**src/rtl/stack_arbiter.sv**
```systemverilog
// Round-robin arbiter sharing one LIFO between the solver and playback requesters.
// Optional STACK_ARB_STATS_EN adds saturating grant/error counters.
module stack_arbiter #(
  parameter int DW = 2
) (
  input  logic          clk,
  input  logic          rst,
  input  logic          init,
  input  logic          req0,
  input  logic          req1,
  input  logic          op0,
  input  logic          op1,
  input  logic [DW-1:0] wdata0,
  input  logic [DW-1:0] wdata1,
  output logic          ack0,
  output logic          ack1,
  output logic          err,
  output logic [DW-1:0] rdata,
  output logic          busy,
  output logic          mem_push,
  output logic          mem_pop,
  output logic          mem_init,
  output logic [DW-1:0] mem_din,
  input  logic [DW-1:0] mem_dout,
  input  logic          mem_full,
  input  logic          mem_empty
`ifdef STACK_ARB_STATS_EN
  ,
  output logic [7:0]    gcnt0,
  output logic [7:0]    gcnt1,
  output logic [7:0]    errcnt
`endif
);

  typedef enum logic [1:0] {IDLE, ISSUE, ACK, CLR} state_t;

  state_t        state;
  logic          last_gnt;
  logic          gnt_id;
  logic          gnt_op;
  logic [DW-1:0] gnt_data;
  logic          win_id;

  // On a tie the requester not granted last time wins.
  assign win_id = req1 & (~req0 | ~last_gnt);

`ifdef STACK_ARB_STATS_EN
  function automatic logic [7:0] sat_inc(input logic [7:0] v);
    return (v == 8'hFF) ? v : v + 8'd1;
  endfunction
`endif

  always_ff @(posedge clk) begin
    if (rst) begin
      state    <= IDLE;
      last_gnt <= 1'b1;
      ack0     <= 1'b0;
      ack1     <= 1'b0;
      err      <= 1'b0;
      busy     <= 1'b0;
      rdata    <= '0;
      mem_push <= 1'b0;
      mem_pop  <= 1'b0;
      mem_init <= 1'b0;
      mem_din  <= '0;
      gnt_id   <= 1'b0;
      gnt_op   <= 1'b0;
`ifdef STACK_ARB_STATS_EN
      gcnt0    <= 8'd0;
      gcnt1    <= 8'd0;
      errcnt   <= 8'd0;
`endif
    end else begin
      ack0     <= 1'b0;
      ack1     <= 1'b0;
      err      <= 1'b0;
      mem_push <= 1'b0;
      mem_pop  <= 1'b0;
      mem_init <= 1'b0;
      case (state)
        IDLE: begin
          if (init) begin
            state    <= CLR;
            mem_init <= 1'b1;
            busy     <= 1'b1;
          end else if (req0 || req1) begin
            state    <= ISSUE;
            busy     <= 1'b1;
            gnt_id   <= win_id;
            gnt_op   <= win_id ? op1 : op0;
            gnt_data <= win_id ? wdata1 : wdata0;
          end
        end
        ISSUE: begin
          state <= ACK;
          ack0  <= ~gnt_id;
          ack1  <= gnt_id;
          if (!gnt_op && mem_full) begin
            err <= 1'b1;
          end else if (gnt_op && mem_empty) begin
            err <= 1'b1;
          end else if (!gnt_op) begin
            mem_push <= 1'b1;
            mem_din  <= gnt_data;
          end else begin
            mem_pop <= 1'b1;
            rdata   <= mem_dout;
          end
        end
        ACK: begin
          state    <= IDLE;
          busy     <= 1'b0;
          last_gnt <= gnt_id;
`ifdef STACK_ARB_STATS_EN
          if (err)          errcnt <= sat_inc(errcnt);
          else if (gnt_id)  gcnt1  <= sat_inc(gcnt1);
          else              gcnt0  <= sat_inc(gcnt0);
`endif
        end
        default: begin
          state <= IDLE;
          busy  <= 1'b0;
`ifdef STACK_ARB_STATS_EN
          gcnt0  <= 8'd0;
          gcnt1  <= 8'd0;
          errcnt <= 8'd0;
`endif
        end
      endcase
    end
  end

endmodule
```
**config.mk**
```make
export PLATFORM = sky130hd
export DESIGN_NAME = stack_arbiter
export DESIGN_NICKNAME = d
export VERILOG_FILES = /design/src/rtl/stack_arbiter.sv
export SDC_FILE = /design/constraint.sdc
export NUM_CORES = 1
export LEC_CHECK = 0
export ABC_AREA = 1
export CAP_MARGIN = 30
export CORE_UTILIZATION = 40
export DETAILED_ROUTE_END_ITERATION = 16
export MAX_ROUTING_LAYER = met4
export PLACE_DENSITY = 0.79
export SKIP_CTS_REPAIR_TIMING = 1
export SYNTH_ARGS = -nofsm -noshare
export SYNTH_HDL_FRONTEND = slang
export SYNTH_SLANG_ARGS = --single-unit
```
**constraint.sdc**
```tcl
create_clock -name clk -period 2.2 [get_ports clk]
set_input_delay 0.44 -clock clk [delete_from_list [all_inputs] [get_ports clk]]
set_output_delay 0.44 -clock clk [all_outputs]
set_load 0.01 [all_outputs]
```
==> results of run 1 <==
[per-stage QoR]
step | utilization (%) | cell area, µm²
floorplan | - | 683
global placement | 61.2 | 953
detailed placement | 61.2 | 953
CTS | 62.8 | 980
global route | 62.8 | 980
finish | 62.8 | 980
[sequential cells by signal (all words and copies together), names as in the netlist, 2 cells and up]
name	cells
gnt_data	2
mem_din	2
rdata	2
state	2
[logic make-up after synthesis]
logic type	Yosys count	synth area share [%]
simple gates	50	32.0
flops	18	55.7
buf+inv	11	6.41
compound gates	8	5.86
[cells in the mapped netlist]
master | count | area, µm²
nor2_1 | 22 | 82.6
dfxtp_1 | 16 | 320
nand2_1 | 15 | 56.3
inv_1 | 7 | 26.3
nand3_1 | 5 | 25.0
o21ai_1 | 4 | 20.0
nand2_2 | 3 | 18.8
nor3_1 | 3 | 15.0
o21ai_0 | 3 | 15.0
clkinv_2 | 2 | 10.0
edfxtp_1 | 2 | 60.1
inv_2 | 2 | 7.51
a21oi_1 | 1 | 5.00
nor2_4 | 1 | 11.3
nor3_2 | 1 | 10.0
[final timing paths]
path	startpoint	to	slack, ns	depth (start not counted)
setup / recovery	busy	busy	0.60	1
hold / removal	gnt_op	mem_push	0.48	1
setup reg to reg	state[0]	gnt_data[0]	1.09	3
hold reg to reg	gnt_op	mem_push	0.48	1
[layout make-up]
| type | instances | share of cell area, % |
|---|---|---|
| Clock buffer | 3 | 2.30 |
| Clock inverter | 1 | 0.383 |
| Inverter | 11 | 4.47 |
| Multi-Input combinational cell | 58 | 26.4 |
| Sequential cell | 18 | 38.8 |
| Tap cell | 16 | 2.04 |
| Timing Repair Buffer | 25 | 25.5 |
[where the power goes]
| group | internal (mW) | total (mW) | leakage [nW] | switching [mW] |
|---|---|---|---|---|
| clock network | 0.0658 | 0.161 | 0.0154 | 0.0955 |
| logic | 0.0568 | 0.108 | 0.251 | 0.0516 |
| registers | 0.351 | 0.363 | 0.149 | 0.0121 |
| total | 0.474 | 0.633 | 0.416 | 0.159 |
[metal layers]
layer,track usage (%),wire (µm),up-vias
li1,-,-,326
met3,3.83,97,2
met1,18.8,546,277
met5,-,0,-
met2,25.2,559,28
met4,7.50,10,0
==> impl_metrics.json, run 1 <==
{
  "cp-start-kind": "register",
  "die_h_um": 43.3,
  "holdWs_ns": 0.478,
  "io_buffers": 25,
  "syn_inst": 87,
  "htreeDepth": 1,
  "track_usage_pct": 15.9,
  "wl_um": 1210,
  "slew_viol_final": 0,
  "wl_per_cell_um": 9.20,
  "die-area_mm2": 0.00188,
  "grt_antenna_before_repair": 0,
  "rsz0062_at_grt": "no",
  "fmax_mhz": 623,
  "status": "finished, violations left",
  "overflow": 0,
  "slowest_delay_ns": 0.54,
  "nFillCells": 152,
  "insertion_delay_ns": 0.28,
  "syn_nets": 102,
  "crit_family": "buffers and inverters",
  "finalSetupTns_ns": 0,
  "drt_pass1_iterations": 9,
  "clock_path_buffers": 2,
  "synth_cell_types": 15,
  "final_layout_size_suffix_gt1_share_pct": 10.3,
  "core_area_mm2": 0.00156,
  "regArea_um2": 380,
  "timing.final.crit_share_pct": 72.9,
  "worst-path-buf-inv": 1,
  "power.leakage_nw": 0.416,
  "die_x_um": 43.3,
  "min_path_type": "reg2reg",
  "drt_iter0_drc": 13,
  "cts.clk_slew.worst_paths_ns": 0.10,
  "cap_violations": 0,
  "period_needed_ns": 1.60,
  "violations": "DRC",
  "rows": 14,
  "grt_max_degree": 11,
  "end_kind": "output pin",
  "n_antenna_cell": 0,
  "timing_hold_violations_final": 0,
  "worst-path-max-fanout": 2,
  "syn2layout_area_growth_pct": 43.4,
  "multiInputGateArea_um2": 259,
  "vias": 633,
  "worstMarginPinSlew_ns": 0.263,
  "instances_no_fill": 132,
  "placedCellCount": 128,
  "final_nets": 132,
  "io-pin-count": 26,
  "grt_pass1_wl_um": 2130,
  "gp_congestion": 0.740,
  "setup_slack_ns": 0.596,
  "cts-root-buf": "clkbuf_4",
  "grt_pass1_vias": 538,
  "yosys_warnings": 0,
  "slew_headroom_pct": 82.4,
  "pre_cts_slack_ns": 0.574,
  "fin_total_pwr_mw": 0.633,
  "required_ns": 1.76,
  "vias_per_cell": 4.80,
  "numCtsBuffers": 3,
  "final_cell_mix": "25 x clkdlybuf4s50_1, 22 x nor2_1, 16 x dfxtp_1",
  "synth_seq_area_share_pct": 55.7,
  "critPathKind": "reg2out",
  "finalSetupViolCount": 0,
  "start_util_pct": 43.8,
  "ys_seq_elements": 18,
  "tritoncts": "done",
  "p_per_area_mw_per_mm2": 646,
  "layout_commonest_cell": "clkdlybuf4s50_1",
  "clock_sinks": 18,
  "path_cells": "clkdlybuf4s50_1",
  "drc": 8,
  "ir_worst_vdd_v": 0.000374,
  "worstPathArrival_ns": 1.16,
  "ant_nets": 0,
  "slowest_stage": "clkdlybuf4s50_1",
  "postSynthAreaPerCell_um2": 7.85,
  "dp_hpwl_um": 966,
  "finClkSkew_ns": 0.00300,
  "synth_area_um2": 683
}
Note: power is estimated with default switching activity, not from simulation.
==> run 2: changes to the inputs <==
CORE_UTILIZATION = 37   (was 40)
PLACE_DENSITY = 0.77   (was 0.79)
clock period = 1.37 ns   (was 2.2 ns; I/O delays follow)
==> run 2 against run 1 <==
The run now ends clean. Clock power increased by 94%. Cell area rose by 8.0%. Critical endpoint is now gnt_data[0]. Worst setup slack got worse by 0.37 ns. Die area rose by 7.7%.
==> impl_metrics.json, run 2 (same netlist as run 1, synthesis figures left out) <==
{
  "min_path_type": "reg2reg",
  "drt_iter0_drc": 9,
  "overflow": 0,
  "die_x_um": 45.0,
  "gr-usage-met1_pct": 20.4,
  "dp_hpwl_um": 1120,
  "cts.clk_slew.worst_paths_ns": 0.10,
  "start_util_pct": 39.6,
  "grt_pass1_vias": 590,
  "io_buffers": 25,
  "cp-startpoint": "req0",
  "ir_worst_vdd_v": 0.000687,
  "final_area_mm2": 0.00106,
  "rsz0062_at_grt": "no",
  "io-pin-count": 26,
  "pwr-share-seq_pct": 54.0,
  "r2r-end": "gnt_data[0]",
  "track_usage_pct": 17.0,
  "final_layout_size_suffix_gt1_share_pct": 14.2,
  "worst-path-max-fanout": 2,
  "layout_commonest_cell": "nor2_1",
  "grt_max_degree": 11,
  "insertion_delay_ns": 0.28,
  "place_area_um2": 995,
  "wl_um": 1420,
  "core_area_mm2": 0.00173,
  "required_ns": 1.37,
  "worstPathArrival_ns": 1.14,
  "fmax_mhz": 875,
  "numCtsBuffers": 3,
  "end_kind": "register",
  "n_antenna_cell": 0,
  "power.leakage_nw": 0.630,
  "cts-root-buf": "clkbuf_4",
  "tritoncts": "done",
  "finClkSkew_ns": 0.00394,
  "timing_hold_violations_final": 0,
  "p_per_area_mw_per_mm2": 1020,
  "p_int_mw": 0.823,
  "slowest_stage": "clkdlybuf4s50_1",
  "critPathKind": "in2reg",
  "vias": 631,
  "busiest_layer": "met2",
  "path_cells": "clkdlybuf4s50_1, nor2_1, inv_1, nand3_1, nor2_1",
  "combPwrFrac_pct": 17.1,
  "cp-start-kind": "input pin",
  "htreeDepth": 1,
  "grt_antenna_before_repair": 0,
  "syn2layout_area_growth_pct": 54.9,
  "clock_path_buffers": 2,
  "grt_pass1_wl_um": 2390,
  "drt_pass1_iterations": 2,
  "use_met2_pct": 27.5,
  "r2r_start": "state[1]",
  "clock_sinks": 18,
  "die_h_um": 45.0,
  "worstMarginPinSlew_ns": 0.285,
  "final_nets": 136,
  "finalSetupTns_ns": 0,
  "slew_viol_final": 0,
  "ant_nets": 0,
  "vias_per_cell": 4.35,
  "switchingPower_mw": 0.257,
  "swShare_pct": 23.8,
  "worst_r2r_path_depth": 3,
  "period_needed_ns": 1.14,
  "slew_headroom_pct": 81.0,
  "status": "finished, final reports clean",
  "fin_total_pwr_mw": 1.08,
  "timing.final.crit_share_pct": 83.4,
  "r2r_slack_ns": 0.26,
  "final_cell_mix": "22 x nor2_1, 16 x dfxtp_1, 15 x nand2_1",
  "rows": 15,
  "finalSetupViolCount": 0,
  "die-area_mm2": 0.00202,
  "cp-endpoint": "gnt_data[0]",
  "cap_violations": 0,
  "critical_path.most_common_cell": "nor2_1",
  "wl_per_cell_um": 9.77,
  "gp_congestion": 0.764,
  "use_met3_pct": 3.60,
  "clkPwrFrac_pct": 28.9,
  "slowest_delay_ns": 0.48,
  "final_util_pct": 61.3,
  "drc": 0
}
==> run 2: cell types whose count changed in the layout (fill, tap and decap cells not counted) <==
cell,delta
clkbuf_8,+1
clkdlybuf4s50_1,-11
dlymetal6s2s_1,+11
buf_4,+4
clkinv_1,-1
==> run 2: how the worst min path moves through the flow <==
stage              from       end  slack [ns]  cells after the start
2_1_floorplan       rst    gnt_id        0.34                      1
3_3_place_gp     gnt_id      ack0        0.45                      1
6_report         gnt_id      ack1        0.47                      2
4_1_cts          gnt_id      ack1        0.48                      2
5_1_grt        rdata[0]  rdata[0]        0.51                      2
3_5_place_dp     gnt_id      ack0        0.46                      1
==> run 2: metrics by stage <==
stage	hold slack, ns	setup WS, ns	std cells
3_5_place_dp	0.459	-0.0797	141
2_1_floorplan	0.343	0.366	87
5_1_grt	0.513	0.136	145
4_1_cts	0.479	-0.0830	145
3_3_place_gp	0.454	-0.0274	141
6_report	0.473	0.227	145
==> run 2: critical path: cells and delay by family <==
family	cells	cell delay, ns
and+or+nand+nor	3	0.31
buffers and inverters	2	0.55
==> run 2: layout make-up <==
| type | count | area (µm²) |
|---|---|---|
| fill | 177 | 668 |
| sequential | 18 | 380 |
| timing repair buffer | 29 | 308 |
| multi-input combinational | 58 | 259 |
| inverter | 11 | 43.8 |
| clock buffer | 4 | 36.3 |
| tap | 25 | 31.3 |
==> run 2: power groups by stage <==
stage	sequential [mW]	combinational (mW)	clock, mW
global placement	0.595	0.184	0
global route	0.588	0.207	0.353
CTS	0.584	0.191	0.326
detailed placement	0.596	0.189	0
floorplan	0.601	0.0780	0
finish	0.583	0.184	0.312
==> run 2: metal layers <==
layer  wire (µm)  part of all wire [%]
met2         748                    53
met5           0                     0
met1         591                    42
met4           0                     0
met3          76                   5.4
==> run 3: changes to the inputs <==
clock period = 1 ns   (was 1.37 ns; I/O delays follow)
==> run 3 against run 2 <==
Sequential power is 38% higher. Count of clock-buffer cells in the layout is 1 lower. Sequential cell count stayed put. Power is 33% higher. Routed wire length is 0.14% lower. Die area stayed put. First-iteration DRC count is 67% lower. Sequential share of layout area is 0.21 points higher. Worst setup slack worse by 0.21 ns. Hold slack worse by 0.097 ns.
==> impl_metrics.json, run 3 (same netlist as run 1, synthesis figures left out) <==
{
  "path_cells": "clkdlybuf4s50_1, inv_1, nand3_2, buf_4, nand2_1, nand2_1, nor2_1",
  "slowest_delay_ns": 0.45,
  "wl_um": 1410,
  "final_layout_size_suffix_gt1_share_pct": 35.0,
  "nFillCells": 172,
  "slew_viol_final": 0,
  "cts.clk_slew.worst_paths_ns": 0.09,
  "die_x_um": 45.0,
  "slowest_stage": "clkdlybuf4s50_1",
  "min_path_type": "in2reg",
  "vias": 664,
  "layout_commonest_cell": "nor2_1",
  "p_per_area_mw_per_mm2": 1340,
  "insertion_delay_ns": 0.29,
  "placedCellCount": 143,
  "final_nets": 139,
  "vias_per_cell": 4.49,
  "htreeDepth": 1,
  "end_kind": "register",
  "syn2layout_area_growth_pct": 56.6,
  "worstPathArrival_ns": 1.21,
  "cts-root-buf": "clkbuf_4",
  "drt_pass1_iterations": 4,
  "io-pin-count": 26,
  "required_ns": 1.23,
  "core_area_mm2": 0.00173,
  "grt_antenna_before_repair": 0,
  "drc": 0,
  "numCtsBuffers": 3,
  "dp_hpwl_um": 1070,
  "worst-path-max-fanout": 3,
  "cp-start-kind": "input pin",
  "rsz0062_at_grt": "yes",
  "ant_nets": 0,
  "overflow": 0,
  "tritoncts": "done",
  "die-area_mm2": 0.00202,
  "power.leakage_nw": 0.536,
  "pre_cts_slack_ns": -0.357,
  "cap_violations": 0,
  "start_util_pct": 39.6,
  "period_needed_ns": 0.984,
  "worstMarginPinSlew_ns": 0.236,
  "final_cell_mix": "16 x nor2_1, 14 x nand2_1, 13 x dfxtp_1",
  "clock_sinks": 18,
  "critPathKind": "in2reg",
  "timing.final.crit_share_pct": 98.4,
  "slew_headroom_pct": 84.1,
  "critical_path.most_common_cell": "nand2_1",
  "finalSetupViolCount": 0,
  "wl_per_cell_um": 9.55,
  "instances_no_fill": 148,
  "drt_iter0_drc": 3,
  "clock_path_buffers": 2,
  "rows": 15,
  "track_usage_pct": 16.1,
  "status": "finished, final reports clean",
  "die_h_um": 45.0,
  "grt_max_degree": 11,
  "gp_congestion": 0.788,
  "grt_pass1_vias": 583,
  "ir_worst_vdd_v": 0.00102,
  "io_buffers": 25,
  "finClkSkew_ns": 0.00398,
  "n_antenna_cell": 0,
  "grt_pass1_wl_um": 2270,
  "timing_hold_violations_final": 0,
  "fmax_mhz": 1020,
  "setup_slack_ns": 0.0161
}
-- run 3: cell count changes in the layout (fill, tap and decap cells not counted), moves of 2 or more --
cell,before,now
dfxtp_2,0,2
buf_4,4,6
o21ai_2,0,2
nor2_2,0,5
clkdlybuf4s50_1,14,12
clkbuf_2,0,8
dlymetal6s2s_1,11,5
nor2_1,22,16
dfxtp_1,16,13
o21ai_1,4,2
-- run 3: layout make-up --
| cell class | count | area, µm² | area share (%) |
|---|---|---|---|
| inverter | 11 | 43.8 | 4.09 |
| clock inverter | 1 | 3.75 | 0.351 |
| sequential | 18 | 387 | 36.1 |
| multi-input combinational | 58 | 303 | 28.3 |
| tap | 25 | 31.3 | 2.92 |
| timing repair buffer | 32 | 279 | 26.1 |
| clock buffer | 3 | 22.5 | 2.11 |
-- run 3: worst paths after layout --
path            start     endpoint  slack [ns]  cells after the start
max reg2reg  state[0]       gnt_op        0.02                      6
min reg2reg    gnt_id         ack0        0.48                      1
max              init       gnt_op        0.02                      7
min              req1  gnt_data[1]        0.38                      4
-- run 3: metal layers --
metal / track usage (%) / vias to the layer above / routed length [µm]
met5: - / - / 0
met4: 5.45 / 0 / 0
met3: 6.00 / 0 / 102
met2: 28.4 / 25 / 774
met1: 16.3 / 292 / 537
li1: - / 347 / -
-- run 3: critical path: cells and delay by family --
| kind | cells | cell delay [ns] |
|---|---|---|
| buffers and inverters | 3 | 0.71 |
| and+or+nand+nor | 4 | 0.30 |
-- run 3: through the flow --
stage          hold WS (ns)  total power, mW  setup TNS [ns]  utilization, %  instance area (µm²)
2_1_floorplan         0.269            0.932               0               -                  687
3_3_place_gp          0.455             1.08           -4.34            58.7                 1010
3_5_place_dp          0.459             1.08           -4.77            58.7                 1010
4_1_cts               0.474             1.44           -4.03            60.2                 1040
5_1_grt               0.397             1.52          -0.191            62.0                 1070
6_report              0.376             1.43               0            62.0                 1070
-- run 3: where the power goes --
group	internal [mW]	leakage (nW)	total [mW]	switching, mW
combinational	0.141	0.371	0.278	0.137
sequential	0.775	0.150	0.803	0.0276
clock	0.145	0.0154	0.352	0.207
total	1.06	0.536	1.43	0.371
